--- config.mk ---
export PLATFORM = sky130hd
export DESIGN_NAME = input_buffer_sequencer
export DESIGN_NICKNAME = d
export VERILOG_FILES = /design/src/rtl/input_buffer_sequencer.sv
export SDC_FILE = /design/constraint.sdc
export NUM_CORES = 1
export LEC_CHECK = 0
export CAP_MARGIN = 20
export CORE_MARGIN = 8
export CORE_UTILIZATION = 47
export CTS_CLUSTER_SIZE = 10
export DETAILED_ROUTE_END_ITERATION = 12
export PLACE_DENSITY = 0.76
export SYNTH_ARGS = -nofsm -noshare
export SYNTH_HDL_FRONTEND = slang
export SYNTH_SLANG_ARGS = --single-unit
--- constraint.sdc ---
create_clock -name clk_i -period 2.1 [get_ports clk_i]
set_input_delay 0.42 -clock clk_i [delete_from_list [all_inputs] [get_ports clk_i]]
set_output_delay 0.42 -clock clk_i [all_outputs]
set_load 0.01 [all_outputs]
--- src/rtl/input_buffer_sequencer.sv ---
// Input-activation buffer sequencer for one CNN layer pass.
// Each row runs clear, a 1- or 2-beat parallel load, then kx compute taps separated by dilation shifts.
module input_buffer_sequencer #(
  parameter int MAXIMUM_DILATION_BITS = 3,
  parameter int KX_BITS               = 3,
  parameter int ROW_BITS              = 10
) (
  input  logic                             clk_i,
  input  logic                             reset_ni,
  input  logic                             start_i,
  input  logic [KX_BITS-1:0]               cfg_kx_i,
  input  logic [MAXIMUM_DILATION_BITS-1:0] cfg_dilation_i,
  input  logic [ROW_BITS-1:0]              cfg_rows_i,
  input  logic                             cfg_strided_i,
  input  logic                             cfg_deconv_i,
  input  logic                             par_valid_i,
  output logic                             par_ready_o,
  input  logic                             ser_valid_i,
  output logic                             ser_ready_o,
  input  logic                             mac_stall_i,
  output logic                             clear_o,
  output logic                             loading_in_parallel_o,
  output logic                             enable_o,
  output logic [MAXIMUM_DILATION_BITS-1:0] shift_input_buffer_o,
  output logic [1:0]                       cr_fifo_o,
  output logic                             enable_strided_conv_o,
  output logic                             enable_deconv_o,
  output logic                             mac_valid_o,
  output logic                             busy_o,
  output logic                             done_o,
  output logic [3:0]                       state_o
);

  // Handshakes: a beat transfers on a cycle where valid and ready are both high;
  // ready is a pure function of state and mac_stall_i, never of valid.
  typedef enum logic [3:0] {
    S_IDLE, S_CLR, S_LD0, S_LD1, S_LWAIT, S_COMP, S_SHIFT, S_ROWEND, S_DONE
  } state_e;

  state_e                           state_q, state_d;
  logic [KX_BITS-1:0]               kx_q, kx_d, tap_q, tap_d;
  logic [MAXIMUM_DILATION_BITS-1:0] dil_q, dil_d;
  logic [ROW_BITS-1:0]              rows_q, rows_d, row_q, row_d;
  logic                             strided_q, strided_d, deconv_q, deconv_d;
  logic                             cr0_q, cr0_d;
  logic                             two_beat;
  logic                             ld_active, ld_val;

  assign two_beat = strided_q | deconv_q;

  always_ff @(posedge clk_i or negedge reset_ni) begin
    if (!reset_ni) begin
      state_q   <= S_IDLE;
      kx_q      <= '0;
      dil_q     <= '0;
      rows_q    <= '0;
      strided_q <= 1'b0;
      deconv_q  <= 1'b0;
      tap_q     <= '0;
      row_q     <= '0;
      cr0_q     <= 1'b0;
    end else begin
      state_q   <= state_d;
      kx_q      <= kx_d;
      dil_q     <= dil_d;
      rows_q    <= rows_d;
      strided_q <= strided_d;
      deconv_q  <= deconv_d;
      tap_q     <= tap_d;
      row_q     <= row_d;
      cr0_q     <= cr0_d;
    end
  end

  always_comb begin
    state_d               = state_q;
    kx_d                  = kx_q;
    dil_d                 = dil_q;
    rows_d                = rows_q;
    strided_d             = strided_q;
    deconv_d              = deconv_q;
    tap_d                 = tap_q;
    row_d                 = row_q;
    cr0_d                 = cr0_q;
    clear_o               = 1'b0;
    loading_in_parallel_o = 1'b0;
    enable_o              = 1'b0;
    mac_valid_o           = 1'b0;
    par_ready_o           = 1'b0;
    ser_ready_o           = 1'b0;
    done_o                = 1'b0;
    ld_active             = 1'b0;
    ld_val                = 1'b0;
    // A stalled array freezes everything: no state change, no strobe, no handshake.
    if (!mac_stall_i) begin
      case (state_q)
        S_IDLE: begin
          if (start_i) begin
            kx_d      = (cfg_kx_i == '0) ? KX_BITS'(1) : cfg_kx_i;
            dil_d     = (cfg_dilation_i == '0) ? MAXIMUM_DILATION_BITS'(1) : cfg_dilation_i;
            rows_d    = cfg_rows_i;
            strided_d = cfg_strided_i;
            deconv_d  = cfg_deconv_i & ~cfg_strided_i;
            row_d     = '0;
            tap_d     = '0;
            state_d   = (cfg_rows_i == '0) ? S_DONE : S_CLR;
          end
        end
        S_CLR: begin
          clear_o = 1'b1;
          tap_d   = '0;
          state_d = S_LD0;
        end
        S_LD0, S_LD1: begin
          par_ready_o = 1'b1;
          ld_active   = 1'b1;
          // First beat of a two-beat load fills the low half; a single beat fills everything.
          ld_val      = (state_q == S_LD1) | ~two_beat;
          if (par_valid_i) begin
            loading_in_parallel_o = 1'b1;
            cr0_d   = ld_val;
            state_d = (state_q == S_LD0 && two_beat) ? S_LD1 : S_LWAIT;
          end
        end
        S_LWAIT: state_d = S_COMP;
        S_COMP: begin
          mac_valid_o = 1'b1;
          state_d     = (tap_q == kx_q - KX_BITS'(1)) ? S_ROWEND : S_SHIFT;
        end
        S_SHIFT: begin
          ser_ready_o = 1'b1;
          enable_o    = ser_valid_i;
          if (ser_valid_i) begin
            tap_d   = tap_q + KX_BITS'(1);
            state_d = S_COMP;
          end
        end
        S_ROWEND: begin
          if (row_q == rows_q - ROW_BITS'(1)) begin
            state_d = S_DONE;
          end else begin
            row_d   = row_q + ROW_BITS'(1);
            state_d = S_CLR;
          end
        end
        S_DONE: begin
          done_o  = 1'b1;
          state_d = S_IDLE;
        end
        default: state_d = S_IDLE;
      endcase
    end
  end

  assign shift_input_buffer_o  = (state_q == S_SHIFT) ? dil_q : '0;
  assign cr_fifo_o[1]          = two_beat & tap_q[0];
  assign cr_fifo_o[0]          = ld_active ? ld_val : cr0_q;
  assign enable_strided_conv_o = strided_q;
  assign enable_deconv_o       = deconv_q;
  assign busy_o                = (state_q != S_IDLE);
  assign state_o               = state_q;

endmodule

==> results.md <==
- Placed cell areas: 0.00320 sq mm
- Most frequent cells in the layout: buf_4, nand2_1, dfrtp_1
- Core area: 0.00469 sq mm
- Main synth FF type: dfrtp_1
- Peak supply drop: 0.694 mV
- Syn nets: 299
- Req. time, crit path: 2.27 ns
- Synth Cell Area: 0.00228 sq mm
- Synthesized area per cell: 8.42 sq um
- Vias per inst: 5.74
- Worst setup margin: -0.212 ns
- Die Width: 85.7 um
- Layout cells sized above 1: 34.3%
- Port bufs: 42
- Initial antenna violation count: 0
- Ys Warns: 0
- Met2 wire length: 3.79 mm
- Starting Density: 48.6%
- Clock Tree Root: clkbuf_8
- Met3 WL post-DR: 413 um
- Average wire per standard cell: 17.0 um
- Via count: 2504
- Cells after Synth: 271
- Final count of hold timing violations: 0
- Failing checks: negative setup slack
- Netlist cell types: 45
- LEAKAGE: 0.00164 uW
- Layout area overhead: 57.1%
- Routed Wire Length: 7.41 mm
- Post-synth ARST share: 100%
- IO Pins: 43
- Clk buf depth: 2
- Largest net degree at the start of global routing: 37
- Critical setup path kind: reg -> reg
- Fmax: 0.433 GHz
- # setup viols final: 14
- ANT nets after route: 0
- Worst-path clk slew: 0.08 ns
- Wire length on met1: 3.02 mm
- DRC: 0
- Die ar.: 0.00734 sq mm
- Relative slew slack: 69.5%
- Number of diodes: 0
- Clock Skew: 0.0133 ns
- Max-slew violation count: 0
- Total Power Consumption: 4510 uW
- Top Metal Used: met4
- Worst hold path type: reg -> reg
- Number of global-route vias before repair: 2570
- Post-synthesis sequential area ratio: 39.5%
- All-Layer GR Usage: 19.4%
- RSZ-0062 raised after global routing: true
- Final nets: 409
- Cts bufs inserted: 5
- CP Capture Type: flop
- Max-cap violations: 0
- Num Clock Sinks: 36
- Number of synthesized flops with an enable pin: 0
- Period utilization: 110%
- RePlAce Congestion: 0.926
- Most common cell after layout, fill and taps aside: buf_4
- Final TNS setup: -1.99 ns
- Status: finished, violations left
- First-pass GRT wire length: 11.6 mm
- Hold Buf Count CTS: 0
- Place WS: -0.403 ns
- Worst slew pin tran: 0.457 ns
- CP Data Arrival Time: 2.48 ns
- Finished Cell Area: 0.00358 sq mm
- Die height: 85.7 um
- CTS tree: done
- DRT iter0 DRCs: 214
- Total grt overflow: 0
- Max H-tree Level: 2
- Register bit total from synthesis: 36
- Fin crit period: 2.31 ns
- CP max FO: 5
- Post-DP HPWL: 4.75 mm
- Clk_lat worst skew: 0.29 ns
- P per Cell Area: 1260 mW/mm^2
- Startpoint class of the critical path: flop
- Total iterations of the first detailed-routing run: 5
- # rows: 25
stage by stage:
stage | util, % | cells | hold WS [ns]
after floorplan | - | 271 | 0.124
after detailed placement | 68.2 | 417 | 0.461
after CTS | 73.8 | 431 | 0.475
final | 76.4 | 436 | 0.466
after global placement | 68.2 | 417 | 0.454
after global routing | 76.4 | 436 | 0.514
kinds of logic after synthesis:
logic type	count (synthesis)	share of synthesized area, %
adders and majority gates	4	2.19
muxes	8	3.73
DFF	36	39.5
AOI/OAI and AO/OA	37	11.9
xor gates and xnor gates	18	6.91
and+or+nand+nor	148	32.5
buffers and inverters	20	3.29
critical path, stage by stage, from the launching register on:
cell	delay [ns]
dfrtp_2	0.46
nor4_4	0.31
buf_4	0.19
nand3_2	0.09
nand3b_1	0.22
a32oi_2	0.35
a21oi_4	0.14
buf_4	0.17
mux2_2	0.26
flip-flops by register name, summed over array words and instances, names as in the netlist:
name                   flops
tap_q                      3
dil_q                      3
enable_strided_conv_o      1
row_q                     10
kx_q                       3
rows_q                    10
state_o                    4
cr0_q                      1
enable_deconv_o            1
final timing paths:
kind	from	to	slack (ns)	cells after the start
hold reg to reg	dil_q[0]	dil_q[0]	0.47	2
setup / recovery	rows_q[3]	row_q[1]	-0.21	8
setup reg to reg	rows_q[3]	row_q[1]	-0.21	8
min in group asynchronous	reset_ni	row_q[2]	0.54	2
max in group asynchronous	reset_ni	rows_q[5]	1.20	2
hold / removal	dil_q[0]	dil_q[0]	0.47	2
synthesized netlist by cell type (all sizes together), types with 2 or more instances:
library cell	instances	area, sq um
clkbuf	11	41.3
o21ai	12	60.1
nand4	2	12.5
nor2	19	71.3
ha	4	50.1
xnor2	13	114
dfrtp	36	901
nor3	10	50.1
nor4b	2	17.5
xor2	5	43.8
nand2	63	236
mux2i	4	40.0
and3	4	25.0
nor2b	3	18.8
a21oi	7	38.8
nor4	8	71.3
a21o	2	15.0
a2111oi	2	36.3
a31oi	5	31.3
inv	9	33.8
nand3b	4	30.0
or4	2	15.0
mux2	4	45.0
a31o	2	17.5
or3	2	12.5
and2	5	31.3
nand2b	8	50.1
nand3	9	45.0
or2	2	12.5
repair_timing:
| action | CTS | global route |
|---|---|---|
| setup endpoints to repair | 24 | 20 |
| pin swaps | 13 | 7 |
| resized for setup | 43 | 24 |
| setup buffers | 6 | 5 |
cell type report:
cell class	instances	area [sq um]
fillers	313	1110
repair buffers	114	967
multi-input cells	215	1480
flip-flops and latches	36	907
well taps	54	67.6
clock buffers	7	96.3
inverters	9	33.8
clock inverters	1	30.0
per-layer routing:
layer | up-vias | global-route usage, %
met1 | 1230 | 22.6
met3 | 21 | 3.25
met4 | 0 | 7.48
li1 | 1155 | -
met5 | - | 0
met2 | 98 | 34.4
power breakdown:
group          switching, uW  internal [uW]  leakage [uW]
combinational           1240           1350       0.00112
clock                    248            419     0.0000645
sequential               303            952      0.000456
(Power assumes the default switching activity.)
